$ cat config.mk
export PLATFORM = sky130hd
export DESIGN_NAME = fp_pack_norm
export DESIGN_NICKNAME = d
export VERILOG_FILES = /design/src/rtl/fp_pkg.sv /design/src/rtl/fp_round_rne.sv /design/src/rtl/fp_pack_norm.sv
export SDC_FILE = /design/constraint.sdc
export NUM_CORES = 1
export LEC_CHECK = 0
export CORE_ASPECT_RATIO = 0.7
export CORE_MARGIN = 2
export CORE_UTILIZATION = 26
export CTS_CLUSTER_DIAMETER = 120
export DETAILED_ROUTE_END_ITERATION = 8
export PLACE_DENSITY = 0.47
export SLEW_MARGIN = 20
export SYNTH_ARGS = -nofsm -noshare
export SYNTH_HDL_FRONTEND = slang
export SYNTH_HIERARCHICAL = 1
export SYNTH_SLANG_ARGS = --single-unit
$ cat constraint.sdc
create_clock -name clk -period 8 [get_ports clk]
set_input_delay 2 -clock clk [delete_from_list [all_inputs] [get_ports clk]]
set_output_delay 2 -clock clk [all_outputs]
set_load 0.01 [all_outputs]
$ cat src/rtl/fp_pkg.sv
// Shared definitions for the floating-point result encoder: FSM states, format widths, bias helper.
package fp_pkg;

  typedef enum logic [1:0] {
    IDLE  = 2'd0,
    ALIGN = 2'd1,
    ROUND = 2'd2,
    OUT   = 2'd3
  } state_e;

  localparam int SHORT_EW  = 4;
  localparam int SHORT_FW  = 11;
  localparam int SINGLE_EW = 8;
  localparam int SINGLE_FW = 23;
  localparam int DOUBLE_EW = 11;
  localparam int DOUBLE_FW = 52;

  function automatic int fp_bias(input int ew);
    return (1 << (ew - 1)) - 1;
  endfunction

endpackage

$ cat src/rtl/fp_round_rne.sv
// Combinational round-to-nearest-even and packing of an aligned mantissa into {sign, exp, frac}.
// With FP_PACK_FLAGS_EN defined it also reports flags_o = {overflow, underflow, inexact}.
module fp_round_rne
  import fp_pkg::*;
#(
  parameter int EW = SINGLE_EW,
  parameter int FW = SINGLE_FW
) (
  input  logic                 sign_i,
  input  logic signed [EW+2:0] exp_i,
  input  logic [FW+4:0]        mant_i,
`ifdef FP_PACK_FLAGS_EN
  output logic [2:0]           flags_o,
`endif
  output logic [EW+FW:0]       data_o
);

  localparam int MW = FW + 5;
  localparam int XW = EW + 3;
  localparam logic signed [XW-1:0] EXP_ONE = XW'(1);
  localparam logic signed [XW-1:0] EXP_INF = XW'(2 * fp_bias(EW) + 1);

  logic                 lsb;
  logic                 grd;
  logic                 rs;
  logic                 up;
  logic                 hidden;
  logic                 is_inf;
  logic [MW-4:0]        sum_hi;
  logic signed [XW-1:0] exp_r;
  logic [FW-1:0]        frac;
  logic [EW-1:0]        exp_field;

  // Rounding adds at bit 3, so only the bits above guard/round/sticky take part in the sum.
  always_comb begin
    lsb    = mant_i[3];
    grd    = mant_i[2];
    rs     = mant_i[1] | mant_i[0];
    up     = grd & (rs | lsb);
    sum_hi = mant_i[MW-1:3] + {{(MW-4){1'b0}}, up};
    if (sum_hi[FW+1]) begin
      exp_r  = exp_i + EXP_ONE;
      hidden = 1'b1;
      frac   = sum_hi[FW:1];
    end else begin
      exp_r  = exp_i;
      hidden = sum_hi[FW];
      frac   = sum_hi[FW-1:0];
    end
    is_inf    = hidden & (exp_r >= EXP_INF);
    exp_field = hidden ? exp_r[EW-1:0] : '0;
    if (is_inf) begin
      data_o = {sign_i, {EW{1'b1}}, {FW{1'b0}}};
    end else begin
      data_o = {sign_i, exp_field, frac};
    end
  end

`ifdef FP_PACK_FLAGS_EN
  logic inexact;
  assign inexact = grd | rs;
  assign flags_o = {is_inf, ~hidden & inexact, inexact};
`endif

endmodule

$ cat src/rtl/fp_pack_norm.sv
// Iterative normaliser: one ALIGN shift per cycle, then RNE rounding and IEEE-style packing.
// Define FP_PACK_FLAGS_EN to add out_flags = {overflow, underflow, inexact}.
module fp_pack_norm
  import fp_pkg::*;
#(
  parameter int EW = SINGLE_EW,
  parameter int FW = SINGLE_FW
) (
  input  logic            clk,
  input  logic            reset,
  input  logic            in_valid,
  output logic            in_ready,
  input  logic            in_sign,
  input  logic [EW+1:0]   in_exp,
  input  logic [FW+4:0]   in_mant,
  output logic            out_valid,
  input  logic            out_ready,
`ifdef FP_PACK_FLAGS_EN
  output logic [2:0]      out_flags,
`endif
  output logic [EW+FW:0]  out_data
);

  localparam int MW = FW + 5;
  localparam int XW = EW + 3;
  localparam int DW = 1 + EW + FW;
  localparam logic signed [XW-1:0] EXP_ONE = XW'(1);

  state_e               state_q, state_d;
  logic                 sign_q, sign_d;
  logic signed [XW-1:0] exp_q, exp_d;
  logic [MW-1:0]        mant_q, mant_d;
  logic [DW-1:0]        data_q, data_d;
  logic [DW-1:0]        rnd_data;
  logic                 accept;
  logic                 shr;
  logic                 shl;

  assign accept = in_valid & in_ready;
  // Right shift has priority: it clears a carry bit or lifts a too-small exponent toward 1.
  assign shr    = mant_q[MW-1] | (exp_q < EXP_ONE);
  assign shl    = ~mant_q[FW+3] & (exp_q > EXP_ONE);

`ifdef FP_PACK_FLAGS_EN
  logic [2:0] flags_q, flags_d, rnd_flags;
`endif

  fp_round_rne #(
    .EW(EW),
    .FW(FW)
  ) u_round (
    .sign_i (sign_q),
    .exp_i  (exp_q),
    .mant_i (mant_q),
`ifdef FP_PACK_FLAGS_EN
    .flags_o(rnd_flags),
`endif
    .data_o (rnd_data)
  );

  always_ff @(posedge clk or negedge reset) begin
    if (!reset) begin
      state_q <= IDLE;
    end else begin
      state_q <= state_d;
    end
  end

  always_comb begin
    state_d = state_q;
    case (state_q)
      IDLE:    if (accept) state_d = (in_mant == '0) ? OUT : ALIGN;
      ALIGN:   if (!shr && !shl) state_d = ROUND;
      ROUND:   state_d = OUT;
      OUT:     if (out_ready) state_d = IDLE;
      default: state_d = IDLE;
    endcase
  end

  always_comb begin
    in_ready  = (state_q == IDLE);
    out_valid = (state_q == OUT);
  end

  always_comb begin
    sign_d = sign_q;
    exp_d  = exp_q;
    mant_d = mant_q;
    data_d = data_q;
    case (state_q)
      IDLE: begin
        if (accept) begin
          sign_d = in_sign;
          exp_d  = {in_exp[EW+1], in_exp};
          mant_d = in_mant;
          data_d = {in_sign, {(DW-1){1'b0}}};
        end
      end
      ALIGN: begin
        if (shr) begin
          mant_d = {1'b0, mant_q[MW-1:2], mant_q[1] | mant_q[0]};
          exp_d  = exp_q + EXP_ONE;
        end else if (shl) begin
          mant_d = {mant_q[MW-2:0], 1'b0};
          exp_d  = exp_q - EXP_ONE;
        end
      end
      ROUND:   data_d = rnd_data;
      default: ;
    endcase
  end

  always_ff @(posedge clk or negedge reset) begin
    if (!reset) begin
      sign_q <= 1'b0;
      exp_q  <= '0;
      mant_q <= '0;
      data_q <= '0;
    end else begin
      sign_q <= sign_d;
      exp_q  <= exp_d;
      mant_q <= mant_d;
      data_q <= data_d;
    end
  end

  assign out_data = data_q;

`ifdef FP_PACK_FLAGS_EN
  always_comb begin
    flags_d = flags_q;
    if (accept) begin
      flags_d = '0;
    end else if (state_q == ROUND) begin
      flags_d = rnd_flags;
    end
  end

  always_ff @(posedge clk or negedge reset) begin
    if (!reset) begin
      flags_q <= '0;
    end else begin
      flags_q <= flags_d;
    end
  end

  assign out_flags = flags_q;
`endif

endmodule

==> flow_summary.yaml <==
clock_tree:
  cts_tree: "built"
  cts_inserted_buffers: 9
  htree_levels: 3
  cts_setup_buffers: 0
  cts_buffer_depth: 2
  cts-root-buf: "clkbuf_16"
  clk_pin_slew_ns: 0.06
  cts.sinks: 74
  cts_hold_repair.buffers: 0
  clk_latency_ns: 0.35
  cts_resized: 0
setup_path:
  endpoint_kind: "flop"
  worstPathCellList: "and2_1, ha_1, nand3_1, or4_1, nand2_2, a221oi_1, a211oi_4, buf_4, a211oi_1, a22o_1"
  cp.required_ns: 8.23
  cpPeakStageDelay_ns: 0.67
  crit_type: "reg2reg"
  crit_buf_inv: 1
  startpoint_type: "flop"
  crit_path_max_fanout: 42
  cp.arrival_ns: 4.58
  cp_slowest_cell: "or4_1"
  critPathTopFamily: "simple AND/OR/NAND/NOR gates"
power:
  p_per_area_nw_per_um2: 459
  vdd_ir_drop_max_uv: 254
  p_leak_nw: 2.80
global_routing:
  use_met1_pct: 27.8
  grt_max_degree: 76
  gr-total-overflow: 0
  use_met3_pct: 3.85
  grt_pass1_wl_microns: 30500
  grt_usage_pct: 16.4
  busiest_layer: "met1"
  antenna_found_initial: 0
  grt.met2_usage_pct: 19.7
  grt_pass1_vias: 5107
placed_design:
  place_inst: 1016
  placed_area_sq_um: 6930
  dpl_worst_slack_ns: 3.66
  dp_hpwl_microns: 14000
  gp_congestion: 0.794
  port_buffers: 76
sta:
  worst_slew_pin_slew_ns: 0.816
  min_period_ns: 4.35
  setup_tns_ns: 0
  fin_crit_sh_pct: 54.3
  rsz0062_at_grt: "false"
  setup_slack_ns: 3.65
  clock_skew_ns: 0.0131
  setup_viol: 0
  finalHoldViolCount: 0
  fmax_ghz: 0.230
  slew_viol_final: 0
  slew_headroom_pct: 45.4
logic_synthesis:
  yosys.area.top_type: "dfrtp_1"
  synthCells: 677
  synth-seq-area-share_pct: 30.9
  syn_avg_cell_area_sq_um: 8.85
  synth_edf_count: 0
  synthesis.nets: 729
  synth-seq-cells: 74
  ys_types: 80
  yosys-top-cells-area: "dfrtp_1, mux2_4, mux2i_1"
  synth_top_area_share_pct: 30.9
  synth_flop_cell: "dfrtp_1"
  syn_area_sq_um: 5990
  yosysWarnings: 6
  async_reset_ff_share_pct: 100
drt:
  drc_errors: 0
  drt-wirelength-per-cell_microns: 18.6
  vias: 5428
  first_iter_violations: 445
  firstDrtPassIters: 5
  wl_microns: 19200
  postRouteAntennaNets: 0
  vias_per_cell: 5.25
floorplanning:
  die_h_microns: 131
  die_w_microns: 185
  io_pins: 77
  initial_utilization_pct: 26.5
  coreArea_sq_um: 22600
  die_area_sq_um: 24300
  std_cell_rows: 46
cells_and_area:
  diodes: 0
  area_delta_synth_final_pct: 21.1
  utilization_pct: 32.1
  mostFrequentLayoutCells: "nor2_1, clkdlybuf4s50_1, dfrtp_1"
  final_common_cell: "nor2_1"
  fin_nets: 768
  finish.instance_area_sq_um: 7250
  drive_gt1_share_pct: 12.3
  fin_cells: 1033
worst_hold_path:
  hold_class: "reg2reg"
flow_run:
  cap_violations: 0
outcome:
  status: "finished, final reports clean"
cell type report:
type	count	area [sq um]
clock buffers	10	229
fillers	2381	15400
inverters	13	48.8
well taps	312	390
flip-flops and latches	74	1850
repair buffers	84	842
clock inverters	6	66.3
multi-input cells	534	3820
path summary, 6_finish.rpt:
kind                       cells after the start      endpoint  slack, ns         start
setup / recovery                              10   out_data[4]       3.65     mant_q[3]
hold / removal                                 2  out_data[31]       0.49  out_data[31]
setup reg to reg                              10   out_data[4]       3.65     mant_q[3]
hold reg to reg                                2  out_data[31]       0.49  out_data[31]
max in group asynchronous                      1        sign_q       5.80         reset
min in group asynchronous                      1  out_data[25]       1.64         reset
power breakdown:
group / internal, W / total, W / leakage (nW) / switching, W
Sequential: 0.000543 / 0.000898 / 0.906 / 0.000355
Clock: 0.000243 / 0.000413 / 0.147 / 0.000170
Combinational: 0.000968 / 0.00202 / 1.75 / 0.00105
layer usage:
layer	vias to the layer above	part of all wire, %
li1	2647	-
met1	2569	57
met2	199	35
met3	13	7.0
met4	0	0.62
met5	-	0
per-stage QoR:
stage	hold WS [ns]	total power [W]
final	0.492	0.00333
after global routing	0.515	0.00360
after CTS	0.505	0.00332
after detailed placement	0.491	0.00290
after global placement	0.472	0.00290
after floorplan	0.481	0.00236
tightest hold or removal path: cells and delay by family (launching register included):
kind / cells / cell delay, ns
AO/OA/AOI/OAI: 1 / 0.06
AND/OR/NAND/NOR: 1 / 0.05
flip-flops: 1 / 0.35
sequential cells by signal (all words and copies together), names as in the netlist:
signal / count
out_data: 32
mant_q: 28
exp_q: 11
state_q: 2
sign_q: 1
kinds of logic (layout without fill, tap and decap cells):
family | count (synthesis) | after routing | share of synthesized area (%)
adders and majority gates | 9 | 9 | 1.88
muxes | 66 | 66 | 13.5
AOI/OAI and AO/OA | 196 | 196 | 24.5
and+or+nand+nor | 245 | 245 | 20.8
DFF | 74 | 74 | 30.9
buffers and inverters | 69 | 113 | 5.79
xor gates and xnor gates | 18 | 18 | 2.63
cell usage after synthesis (4+ instances only):
| cell | instances |
|---|---|
| o221a_2 | 5 |
| o211ai_1 | 6 |
| o21ai_0 | 15 |
| and2_1 | 6 |
| a211oi_1 | 17 |
| ha_1 | 9 |
| o22ai_1 | 4 |
| a221oi_1 | 6 |
| and3_1 | 8 |
| mux2_4 | 27 |
| dfrtp_1 | 74 |
| nand4_1 | 15 |
| a31oi_1 | 11 |
| nand2_1 | 44 |
| o22a_1 | 5 |
| mux2i_1 | 31 |
| nor3_1 | 15 |
| xor2_1 | 6 |
| inv_1 | 13 |
| xnor2_1 | 12 |
| mux2_2 | 8 |
| nor2_1 | 80 |
| clkbuf_1 | 31 |
| a22o_1 | 33 |
| or3_1 | 5 |
| nor4_1 | 12 |
| a21oi_1 | 44 |
| a221o_1 | 4 |
| a41oi_1 | 4 |
| buf_2 | 14 |
| nand3_1 | 27 |
| buf_4 | 5 |
| nand2b_1 | 4 |
Note: power is estimated with default switching activity, not from simulation.
==> variant 1, RTL diff (same settings) <==
Change the package constant `SINGLE_FW` from 23 to 46.
--- a/src/rtl/fp_pkg.sv
+++ b/src/rtl/fp_pkg.sv
@@ -11,7 +11,7 @@
   localparam int SHORT_EW  = 4;
   localparam int SHORT_FW  = 11;
   localparam int SINGLE_EW = 8;
-  localparam int SINGLE_FW = 23;
+  localparam int SINGLE_FW = 46;
   localparam int DOUBLE_EW = 11;
   localparam int DOUBLE_FW = 52;
 
Ports: changed (resized in_mant and out_data); port bits go from 77 to 123. No check against the original RTL was run, so the function may have changed too.
==> variant 1 against the unedited design <==
Die area increased by 41%; wire length increased by 45%; largest power group unchanged; worst setup slack improved by 0.42 ns; sequential cell count increased by 46; utilization increased by 1.0 points; area after synthesis increased by 42%; largest cell class unchanged; critical endpoint is now in_ready; clock power increased by 100%; first-iteration DRC count increased by 15%; cell area increased by 47%; critical path depth decreased by 7; power increased by 44%.
==> variant 1: results (changes against the unedited design) <==
First-pass GRT wire length: 44500 µm (was 30500 µm)
Largest net degree at the start of global routing: 80 (was 76)
GR Util All Layers: 0.169 (was 0.164)
Vias per inst: 5.10 (was 5.25)
VDD IR-drop max: 0.350 mV (was 0.254 mV)
WL met3: 1400 µm (was 1340 µm)
Crit path DAT: 1.93 ns (was 4.58 ns)
H-tree depth: 4 (was 3)
Crit path largest cell delay: 0.60 ns (was 0.67 ns)
LEAKAGE: 0.00419 µW (was 0.00280 µW)
Vias in the first global route: 7373 (was 5107)
Largest register FFs: 55 (was 32)
Syn nets: 1020 (was 729)
Synth top cells by count: dfrtp_1, nor2_1, nand2_1, a21oi_1 (was nor2_1, dfrtp_1, a21oi_1, nand2_1, a22o_1)
Slowest CP cell: clkdlybuf4s50_1 (was or4_1)
Clock latency on the worst-skew pair: 0.45 ns (was 0.35 ns)
Hpwl dp: 19700 µm (was 14000 µm)
Worst-path fanout max: 7 (was 42)
R2R depth: 9 (was 10)
Layout Skew: 0.0127 ns (was 0.0131 ns)
Worst path top cell family by delay: buffers and inverters (was simple AND/OR/NAND/NOR gates)
Netlist cell types: 69 (was 80)
Status: finished clean (unchanged)
CTS buffer count: 17 (was 9)
Top cells by area, synth: dfrtp_1, mux2_1, mux2i_1, a22o_1, nor2_1 (was dfrtp_1, mux2_4, mux2i_1, nor2_1, a22o_1)
Worst Tran Pin Value: 0.970 ns (was 0.816 ns)
Port Buffers: 122 (was 76)
variant 1: final timing paths:
check,start,end,slack [ns]
worst max-delay path,state_q[1],in_ready,4.07
worst min-delay path,out_data[54],out_data[54],0.48
worst max register to register,mant_q[35],out_data[52],4.13
worst min register to register,out_data[54],out_data[54],0.48
max in group asynchronous,reset,exp_q[6],4.93
min in group asynchronous,reset,out_data[2],1.63
variant 1: cell type report:
type                            instances  area (µm²)
Fill cell                            3360       21600
Multi-Input combinational cell        744        5180
Sequential cell                       120        3000
Timing Repair Buffer                  131        1290
Tap cell                              427         534
Clock buffer                           21         470
Clock inverter                         11         170
Inverter                               10        37.5
variant 1: stage by stage:
stage                     utilization  hold slack (ns)  instances  cell area, µm²
after floorplan                     -            0.481        945            8500
after global placement          0.311            0.472       1432           10000
after detailed placement        0.311            0.480       1432           10000
after CTS                       0.331            0.493       1464           10700
after global routing            0.331            0.517       1464           10700
final                           0.331            0.483       1464           10700
variant 1: logic make-up (layout without fill, tap and decap cells):
logic type	count (synthesis)	count (layout)	share of synthesized area
compound gates	227	227	0.192
xor+xnor	48	48	0.0495
fa+ha+maj	9	9	0.0133
buf+inv	81	173	0.0458
flops	120	120	0.353
mux	108	108	0.135
simple gates	352	352	0.211
variant 1: metal layers:
metal / vias up / GRT usage
li1: 3673 / -
met1: 3583 / 0.256
met2: 200 / 0.243
met3: 17 / 0.0344
met4: 0 / 0.0393
met5: - / 0
variant 1: power by group:
| group | leakage [µW] | switching, µW | internal (µW) |
|---|---|---|---|
| clock | 0.000305 | 301 | 545 |
| combinational | 0.00242 | 1380 | 1200 |
| sequential | 0.00147 | 480 | 883 |
| total | 0.00419 | 2160 | 2620 |
variant 1: tightest hold or removal path, delay by kind of cell, from the launching register on:
kind,cells,cell delay (ns)
flops,1,0.34
compound gates,1,0.06
simple gates,1,0.04
==> variant 2, RTL diff (same settings) <==
Made on the original files. The 4 states of `state_e` get a one-hot encoding in 4 bits.
--- a/src/rtl/fp_pkg.sv
+++ b/src/rtl/fp_pkg.sv
@@ -1,11 +1,11 @@
 // Shared definitions for the floating-point result encoder: FSM states, format widths, bias helper.
 package fp_pkg;
 
-  typedef enum logic [1:0] {
-    IDLE  = 2'd0,
-    ALIGN = 2'd1,
-    ROUND = 2'd2,
-    OUT   = 2'd3
+  typedef enum logic [3:0] {
+    IDLE  = 4'b0001,
+    ALIGN = 4'b0010,
+    ROUND = 4'b0100,
+    OUT   = 4'b1000
   } state_e;
 
   localparam int SHORT_EW  = 4;
Check against the original RTL: no difference found for any inputs over 4 cycles, from zero or initial values and one cycle with reset low; so few cycles prove little.
==> variant 2 against the unedited design <==
Wire length increased by 2.5%; cell area decreased by 0.19%; combinational power decreased by 28%; sequential cell count increased by 2; non-clock buffer count decreased by 1; worst setup slack improved by 0.061 ns; largest power group unchanged; area after synthesis increased by 0.75%; power decreased by 19%; global-route usage decreased by 0.32 points.
==> variant 2: results (changes against the unedited design) <==
Fraction of layout cells with a size suffix above 1: 0.0955 (was 0.123)
VDD IR-drop max: 0.152 mV (was 0.254 mV)
Layout Nets: 850 (was 768)
First-pass GRT wire length: 31000 µm (was 30500 µm)
Fillers: 2436 (was 2381)
Port Buffers: 76 (unchanged)
Crit path DAT: 4.49 ns (was 4.58 ns)
Worst Hold Launch: sign_q (was out_data[31])
Total wire length: 19700 µm (was 19200 µm)
Synth top cells by count: nand2_1, nor2_1, dfrtp_1, o21ai_0, clkbuf_1 (was nor2_1, dfrtp_1, a21oi_1, nand2_1, a22o_1)
Layout Skew: 0.0110 ns (was 0.0131 ns)
Largest net degree at the start of global routing: 78 (was 76)
Post-Place Cell Area: 0.00697 mm² (was 0.00693 mm²)
Status: finished clean (unchanged)
RR Startpoint: mant_q[3] (unchanged)
GR Util All Layers: 0.161 (was 0.164)
Slew headroom: 0.338 (was 0.454)
Final Wtd Congestion: 0.830 (was 0.794)
Int Power: 1380 µW (was 1750 µW)
Top cells by area, synth: dfrtp_1, nand2_1, mux2_4, nor2_1, o21ai_0 (was dfrtp_1, mux2_4, mux2i_1, nor2_1, a22o_1)
Syn nets: 818 (was 729)
LEAKAGE: 0.00273 µW (was 0.00280 µW)
YS warnings: 6 (unchanged)
Initial DRC count: 554 (was 445)
Routed vias: 5824 (was 5428)
Hpwl dp: 14100 µm (was 14000 µm)
Netlist cell types: 74 (was 80)
==> variant 2: cell count changes after synthesis, moves of 4 or more <==
cell | unedited run | this run
a2bb2oi_1 | 3 | 8
ha_1 | 9 | 5
o221a_2 | 5 | 0
mux2i_1 | 31 | 3
a22oi_1 | 1 | 6
a22o_1 | 33 | 2
a21oi_1 | 44 | 18
o22ai_1 | 4 | 10
o21ai_0 | 15 | 48
nand2_1 | 44 | 165
a31oi_1 | 11 | 36
clkbuf_1 | 31 | 37
==> variant 2: layer usage <==
metal	wire length (µm)	GRT usage	up-vias
met2	7280	0.188	206
met4	62	0.0223	0
met5	0	0	-
li1	-	-	2868
met3	1270	0.0313	4
met1	11100	0.285	2746
==> variant 2: final timing paths <==
kind                                endpoint  slack, ns  cells past startpoint
worst max-delay path             out_data[7]       3.71                     11
worst min-delay path                  sign_q       0.47                      2
worst max register to register   out_data[7]       3.71                     11
worst min register to register        sign_q       0.47                      2
max in group asynchronous         mant_q[22]       5.44                      2
min in group asynchronous       out_data[24]       1.57                      1
==> variant 2: power groups by stage <==
stage	combinational, µW	sequential [µW]	clock, µW
finish	1460	864	381
global route	1610	895	415
CTS	1460	854	395
detailed placement	1450	862	0
global placement	1460	863	0
floorplan	1200	696	0
==> variant 2: kinds of logic after synthesis <==
kind of cell,after synthesis,synth area share
buf+inv,73,0.0560
xor+xnor,17,0.0247
simple gates,368,0.293
fa+ha+maj,5,0.0104
flops,76,0.315
mux,33,0.0765
compound gates,198,0.225
==> variant 2: layout make-up <==
cell class / count / area (µm²) / share of cell area
clock buffers: 11 / 243 / 0.0335
clock inverters: 4 / 26.3 / 0.00363
inverters: 11 / 41.3 / 0.00570
multi-input cells: 621 / 3820 / 0.528
flip-flops and latches: 76 / 1900 / 0.263
well taps: 312 / 390 / 0.0539
repair buffers: 83 / 811 / 0.112
==> variant 2: through the flow <==
step	worst slack (ns)	hold WS, ns	total power, µW	instances	utilization
CTS	3.76	0.477	2700	1118	0.318
finish	3.71	0.474	2710	1118	0.318
floorplan	4.97	0.447	1900	770	-
detailed placement	3.64	0.463	2310	1103	0.307
global route	3.38	0.499	2920	1118	0.318
global placement	3.67	0.477	2330	1103	0.307
==> variant 2: worst register-to-register path, cell delays in order (launching register included) <==
cell	delay, ns
dfrtp_1	0.46
and2_1	0.16
ha_1	0.32
nand3_1	0.37
or4_1	0.67
nand2_2	0.60
a221oi_1	0.31
a211oi_4	0.64
buf_4	0.34
a311oi_1	0.10
nand2_1	0.10
o21ai_0	0.08
